===== config.mk =====
export PLATFORM = sky130hd
export DESIGN_NAME = ice_spi_txn_seq
export DESIGN_NICKNAME = d
export VERILOG_FILES = /design/src/rtl/ice_spi_txn_seq.sv
export SDC_FILE = /design/constraint.sdc
export NUM_CORES = 1
export LEC_CHECK = 0
export ABC_AREA = 0
export CAP_MARGIN = 20
export CORE_MARGIN = 3
export CORE_UTILIZATION = 46
export DETAILED_ROUTE_END_ITERATION = 8
export HOLD_SLACK_MARGIN = 0.03
export PLACE_DENSITY = 0.65
export SYNTH_ARGS = -nofsm -noshare
export SYNTH_HDL_FRONTEND = slang
export SYNTH_SLANG_ARGS = --single-unit

===== constraint.sdc =====
create_clock -name i_spi_clk -period 2.6 [get_ports i_spi_clk]
set_clock_uncertainty 0.15 [all_clocks]
set_input_delay 0.26 -clock i_spi_clk [delete_from_list [all_inputs] [get_ports i_spi_clk]]
set_output_delay 0.26 -clock i_spi_clk [all_outputs]
set_load 0.005 [all_outputs]

===== src/rtl/ice_spi_txn_seq.sv =====
// Transaction sequencer feeding ice_spi_masterif: TX FIFO with per-byte last tag, CS-held multi-byte transfers, idle gap.
// Optional RX capture of the master's received byte is enabled by defining ICE_SPI_SEQ_RXCAP_EN.
module ice_spi_txn_seq #(
    parameter int DEPTH     = 16,
    parameter int CS_GAP    = 4,
    parameter int UNDER_TMO = 64
) (
    input  logic                     i_spi_clk,
    input  logic                     i_spi_rst,
    input  logic                     i_wr_en,
    input  logic [7:0]               i_wr_data,
    input  logic                     i_wr_last,
    input  logic                     i_go,
    output logic                     o_full,
    output logic                     o_empty,
    output logic [$clog2(DEPTH):0]   o_level,
    output logic                     o_busy,
    output logic                     o_ovf,
    output logic                     o_err,
    input  logic                     i_clr,
    output logic                     o_mst_load_n,
    output logic [7:0]               o_mst_data,
    output logic                     o_mst_txen_n,
    input  logic                     i_mst_done,
`ifdef ICE_SPI_SEQ_RXCAP_EN
    output logic [7:0]               o_rx_data,
    output logic                     o_rx_vld,
`endif
    input  logic [7:0]               i_mst_rx
);

    localparam int AW   = $clog2(DEPTH);
    localparam int TMAX = (UNDER_TMO > CS_GAP) ? UNDER_TMO : CS_GAP;
    localparam int CW   = $clog2(TMAX + 1);

    typedef enum logic [2:0] {S_IDLE, S_LOAD, S_SHIFT, S_WAIT, S_GAP} state_e;

    state_e          state_q, state_d;
    logic [CW-1:0]   tmr_q, tmr_d;
    logic [8:0]      mem_q [DEPTH];
    logic [AW-1:0]   wptr_q, rptr_q;
    logic [AW:0]     cnt_q;
    logic [8:0]      head;
    logic            push, pop;
    logic            last_q, in_txn_q;
    logic [7:0]      data_q;
    logic            ovf_q, err_q, err_set;

    assign head    = mem_q[rptr_q];
    assign o_full  = (cnt_q == (AW+1)'(DEPTH));
    assign o_empty = (cnt_q == '0);
    assign o_level = cnt_q;
    assign pop     = (state_q == S_LOAD);
    // A pop in the same cycle frees a slot, so a write to a full FIFO is still accepted.
    assign push    = i_wr_en && (!o_full || pop);

    always_ff @(posedge i_spi_clk) begin
        if (push) mem_q[wptr_q] <= {i_wr_last, i_wr_data};
    end

    always_ff @(posedge i_spi_clk or negedge i_spi_rst) begin
        if (!i_spi_rst) begin
            wptr_q <= '0;
            rptr_q <= '0;
            cnt_q  <= '0;
        end else begin
            if (push) wptr_q <= wptr_q + 1'b1;
            if (pop)  rptr_q <= rptr_q + 1'b1;
            case ({push, pop})
                2'b10:   cnt_q <= cnt_q + 1'b1;
                2'b01:   cnt_q <= cnt_q - 1'b1;
                default: cnt_q <= cnt_q;
            endcase
        end
    end

    always_comb begin
        state_d = state_q;
        err_set = 1'b0;
        case (state_q)
            S_IDLE:  if (i_go && !o_empty) state_d = S_LOAD;
            S_LOAD:  state_d = S_SHIFT;
            S_SHIFT: begin
                if (i_mst_done) begin
                    if (last_q)        state_d = S_GAP;
                    else if (!o_empty) state_d = S_LOAD;
                    else               state_d = S_WAIT;
                end
            end
            S_WAIT: begin
                if (!o_empty) begin
                    state_d = S_LOAD;
                end else if (tmr_q == CW'(UNDER_TMO - 1)) begin
                    state_d = S_GAP;
                    err_set = 1'b1;
                end
            end
            S_GAP:   if (tmr_q == CW'(CS_GAP - 1)) state_d = S_IDLE;
            default: state_d = S_IDLE;
        endcase
        // Timer counts residency in WAIT/GAP and restarts on every state change.
        tmr_d = '0;
        if (state_d == state_q && (state_q == S_WAIT || state_q == S_GAP))
            tmr_d = tmr_q + 1'b1;
    end

    always_ff @(posedge i_spi_clk or negedge i_spi_rst) begin
        if (!i_spi_rst) begin
            state_q  <= S_IDLE;
            tmr_q    <= '0;
            last_q   <= 1'b0;
            in_txn_q <= 1'b0;
            data_q   <= '0;
            ovf_q    <= 1'b0;
            err_q    <= 1'b0;
        end else begin
            state_q  <= state_d;
            tmr_q    <= tmr_d;
            if (pop) last_q <= head[8];
            if (state_d == S_LOAD) data_q <= head[7:0];
            // Marks loads after the first byte so CS stays asserted across them.
            in_txn_q <= (state_q != S_IDLE) &&
                        (state_d == S_LOAD || state_d == S_SHIFT || state_d == S_WAIT);
            if (i_wr_en && o_full && !pop) ovf_q <= 1'b1;
            else if (i_clr)                ovf_q <= 1'b0;
            if (err_set)                   err_q <= 1'b1;
            else if (i_clr)                err_q <= 1'b0;
        end
    end

    assign o_busy       = (state_q != S_IDLE);
    assign o_ovf        = ovf_q;
    assign o_err        = err_q;
    assign o_mst_data   = data_q;
    assign o_mst_load_n = (state_q != S_LOAD);
    assign o_mst_txen_n = !((state_q == S_SHIFT) || (state_q == S_WAIT) ||
                            (state_q == S_LOAD && in_txn_q));

`ifdef ICE_SPI_SEQ_RXCAP_EN
    logic [7:0] rx_data_q;
    logic       rx_vld_q;

    always_ff @(posedge i_spi_clk or negedge i_spi_rst) begin
        if (!i_spi_rst) begin
            rx_data_q <= '0;
            rx_vld_q  <= 1'b0;
        end else begin
            rx_vld_q <= i_mst_done && (state_q == S_SHIFT);
            if (i_mst_done && state_q == S_SHIFT) rx_data_q <= i_mst_rx;
        end
    end

    assign o_rx_data = rx_data_q;
    assign o_rx_vld  = rx_vld_q;
`else
    logic unused_rx;
    assign unused_rx = ^i_mst_rx;
`endif

endmodule


==> flow_summary.ini <==
[run_status]
outcome = completed

[final_layout]
syn2layout_area_growth_pct = 18.7
final_layout_size_suffix_gt1_share_pct = 25.1
diodes = 0
layout.nets = 503

[clock_tree]
clkTransAtPathRegs_ps = 60
clock_latency_ps = 430
h-tree-depth = 4
cts_buffers = 17
clk_path_buf_depth = 2
cts.sinks = 179
tritoncts = built
ctsRootBufferMaster = clkbuf_16

[power_and_ir_drop]
p_sw_mw = 2.86
power.internal_mw = 6.80
clkPwrFrac_pct = 26.7
peakVddDrop_mv = 0.555
pwr-share-comb_pct = 33.5
p_total_mw = 9.65
power.density_mw_per_mm2 = 1110
switching_share_pct = 29.6
p_leak_nw = 3.09
p_seq_share_pct = 39.8

[sta]
finalCriticalPeriod_ps = 2510
relSlewSlack_pct = 49.4
finalSetupViolCount = 0
hold_viol_final = 0
drv_slew = 0
tns_ps = 0
fmax_mhz = 399
tightest_slew_ps = 759
timing.final.ws_setup_ps = 92.1
rsz0062_at_grt = false
fin_crit_sh_pct = 96.5

[critical_path]
reg2reg_depth = 10
crit_fanout = 6
endpoint_kind = output port
r2r_end = o_level[4]$_DFFE_PN0P_
cp.required_ps = 2190
reg2reg_slack_ps = 310
arrival_ps = 2100
path_class = reg2out
rr_startpoint = state_q[1]$_DFF_PN0_
crit_path_start_kind = flip-flop

[synth]
netlist_area_sq_mm = 0.00734
synth_nets = 436
yosysUniqueCellTypes = 53
ys_top_cells_by_area = edfxtp_1 59%, dfrtp_1 12%, mux4_2 11%
synth_edf_count = 144
synth.top_cell.area_share_pct = 58.9
yosysMostFrequentCell = edfxtp_1
yosysTopAreaCell = edfxtp_1
synthFlopType = edfxtp_1
synthArstFlopShare_pct = 19.6
ys_seq_elements = 179
yosysWarnings = 0
netlist_instances = 403
syn_avg_cell_area_sq_um = 18.2
synth_seq_area_share_pct = 70.9
ys_top_cells_by_count = 144 x edfxtp_1, 37 x mux4_2, 35 x dfrtp_1

[global_route]
first_global_vias = 3911
antenna_found_initial = 0
grt_usage_pct = 16.8
grt_max_degree = 36
grt_first_pass_wirelength_um = 22000
grt.overflow.total = 0

[detailed_routing]
wire_per_inst_um = 19.6
firstDrtPassIters = 5
first_iter_violations = 368
drcViolationCount = 0
vias = 3714
vias_per_cell = 5.35
ant_nets = 0
wl_um = 13600

[die]
io_pins = 43
core_region_area_sq_mm = 0.0154
fp.dieH_um = 132
fp.dieArea_sq_mm = 0.0175
initial_utilization_pct = 47.6
die_x_um = 132
std_cell_rows = 45

[placed_design]
globalplace.congestion = 0.814
hpwl_um = 8720
port_buffers = 34
dp_slack_ps = 100

[min_path]
hp-class = in2async

[job]
cap_viol_max_count = 0
-- cell type report --
type	instances	area (sq um)
Inverter	19	76.3
Tap cell	211	264
Multi-Input combinational cell	191	1990
Timing Repair Buffer	62	573
Fill cell	1214	6720
Sequential cell	179	5200
Clock buffer	17	425
Clock inverter	15	174
-- worst max path at each step --
stage | start | to | slack (ps) | cells after the start
6_report | o_level[0]$_DFFE_PN0P_ | o_empty | 90 | 3
5_1_grt | o_level[1]$_DFFE_PN0P_ | o_full | 40 | 4
4_1_cts | o_level[0]$_DFFE_PN0P_ | o_empty | 50 | 3
3_5_place_dp | state_q[1]$_DFF_PN0_ | o_level[4]$_DFFE_PN0P_ | 100 | 10
3_3_place_gp | state_q[2]$_DFF_PN0_ | o_level[4]$_DFFE_PN0P_ | 150 | 11
2_1_floorplan | state_q[0]$_DFF_PN0_ | mem_q[10][0]$_DFFE_PP_ | 90 | 6
-- cell usage in the layout, fill, tap and decap left out, types with 13 or more instances in the layout --
master and instances:
xnor2_1 13, clkbuf_16 17, clkdlybuf4s50_1 33, inv_1 18, nor2_1 14, a22oi_1 16, edfxtp_1 144, buf_4 25
nand2_1 22, mux4_2 37, dfrtp_1 33
-- worst max-delay path, stage by stage, from the launching register on --
cell and delay (ps):
dfrtp_2 440, or4_4 600, nor2_4 130, clkdlybuf4s50_1 510
-- power by group through the flow --
stage               logic, mW  registers [mW]  clock network [mW]
global placement         3.21            3.88                   0
global route             3.56            3.90                2.74
detailed placement       3.27            3.90                   0
finish                   3.23            3.84                2.58
CTS                      3.28            3.84                2.62
floorplan                2.29            3.82                   0
-- sequential cells by signal, indices dropped and copies added (netlist names) --
| name | cells |
|---|---|
| in_txn_q | 1 |
| last_q | 1 |
| mem_q | 144 |
| o_err | 1 |
| o_level | 5 |
| o_mst_data | 8 |
| o_ovf | 1 |
| rptr_q | 4 |
| state_q | 3 |
| tmr_q | 7 |
| wptr_q | 4 |
-- metal layers --
layer	GRT usage (%)	vias to the layer above	share of wire, %
li1	-	1704	-
met1	23.2	1922	44
met2	26.3	70	50
met3	4.12	18	4.7
met4	5.95	0	1.6
met5	0	-	0
-- cell families (layout without fill, tap and decap cells) --
kind of cell / count (synthesis) / count (layout) / synth area share (%)
flip-flops: 179 / 179 / 70.9
multiplexers: 49 / 49 / 13.6
AND/OR/NAND/NOR: 80 / 80 / 6.05
adder cells (fa/ha/maj): 10 / 10 / 1.81
buffers and inverters: 33 / 113 / 2.13
XOR/XNOR: 15 / 15 / 1.79
AO/OA/AOI/OAI: 37 / 37 / 3.75
-- stage by stage --
step	cells	instance area, sq um	utilization (%)	hold slack, ps
after floorplan	403	7340	-	-186
after global placement	660	8080	52.4	240
after detailed placement	660	8080	52.4	232
after CTS	693	8690	56.3	294
after global routing	694	8710	56.4	317
final	694	8710	56.4	296
-- timing repair --
action,CTS,global route
resized for setup,1,3
endpoints found under the hold margin,35,0
pin swaps,0,2
setup endpoints to repair,1,2
hold buffers,1,0
buffers inserted,0,1
No activity file was read; power rests on OpenSTA's default activity.
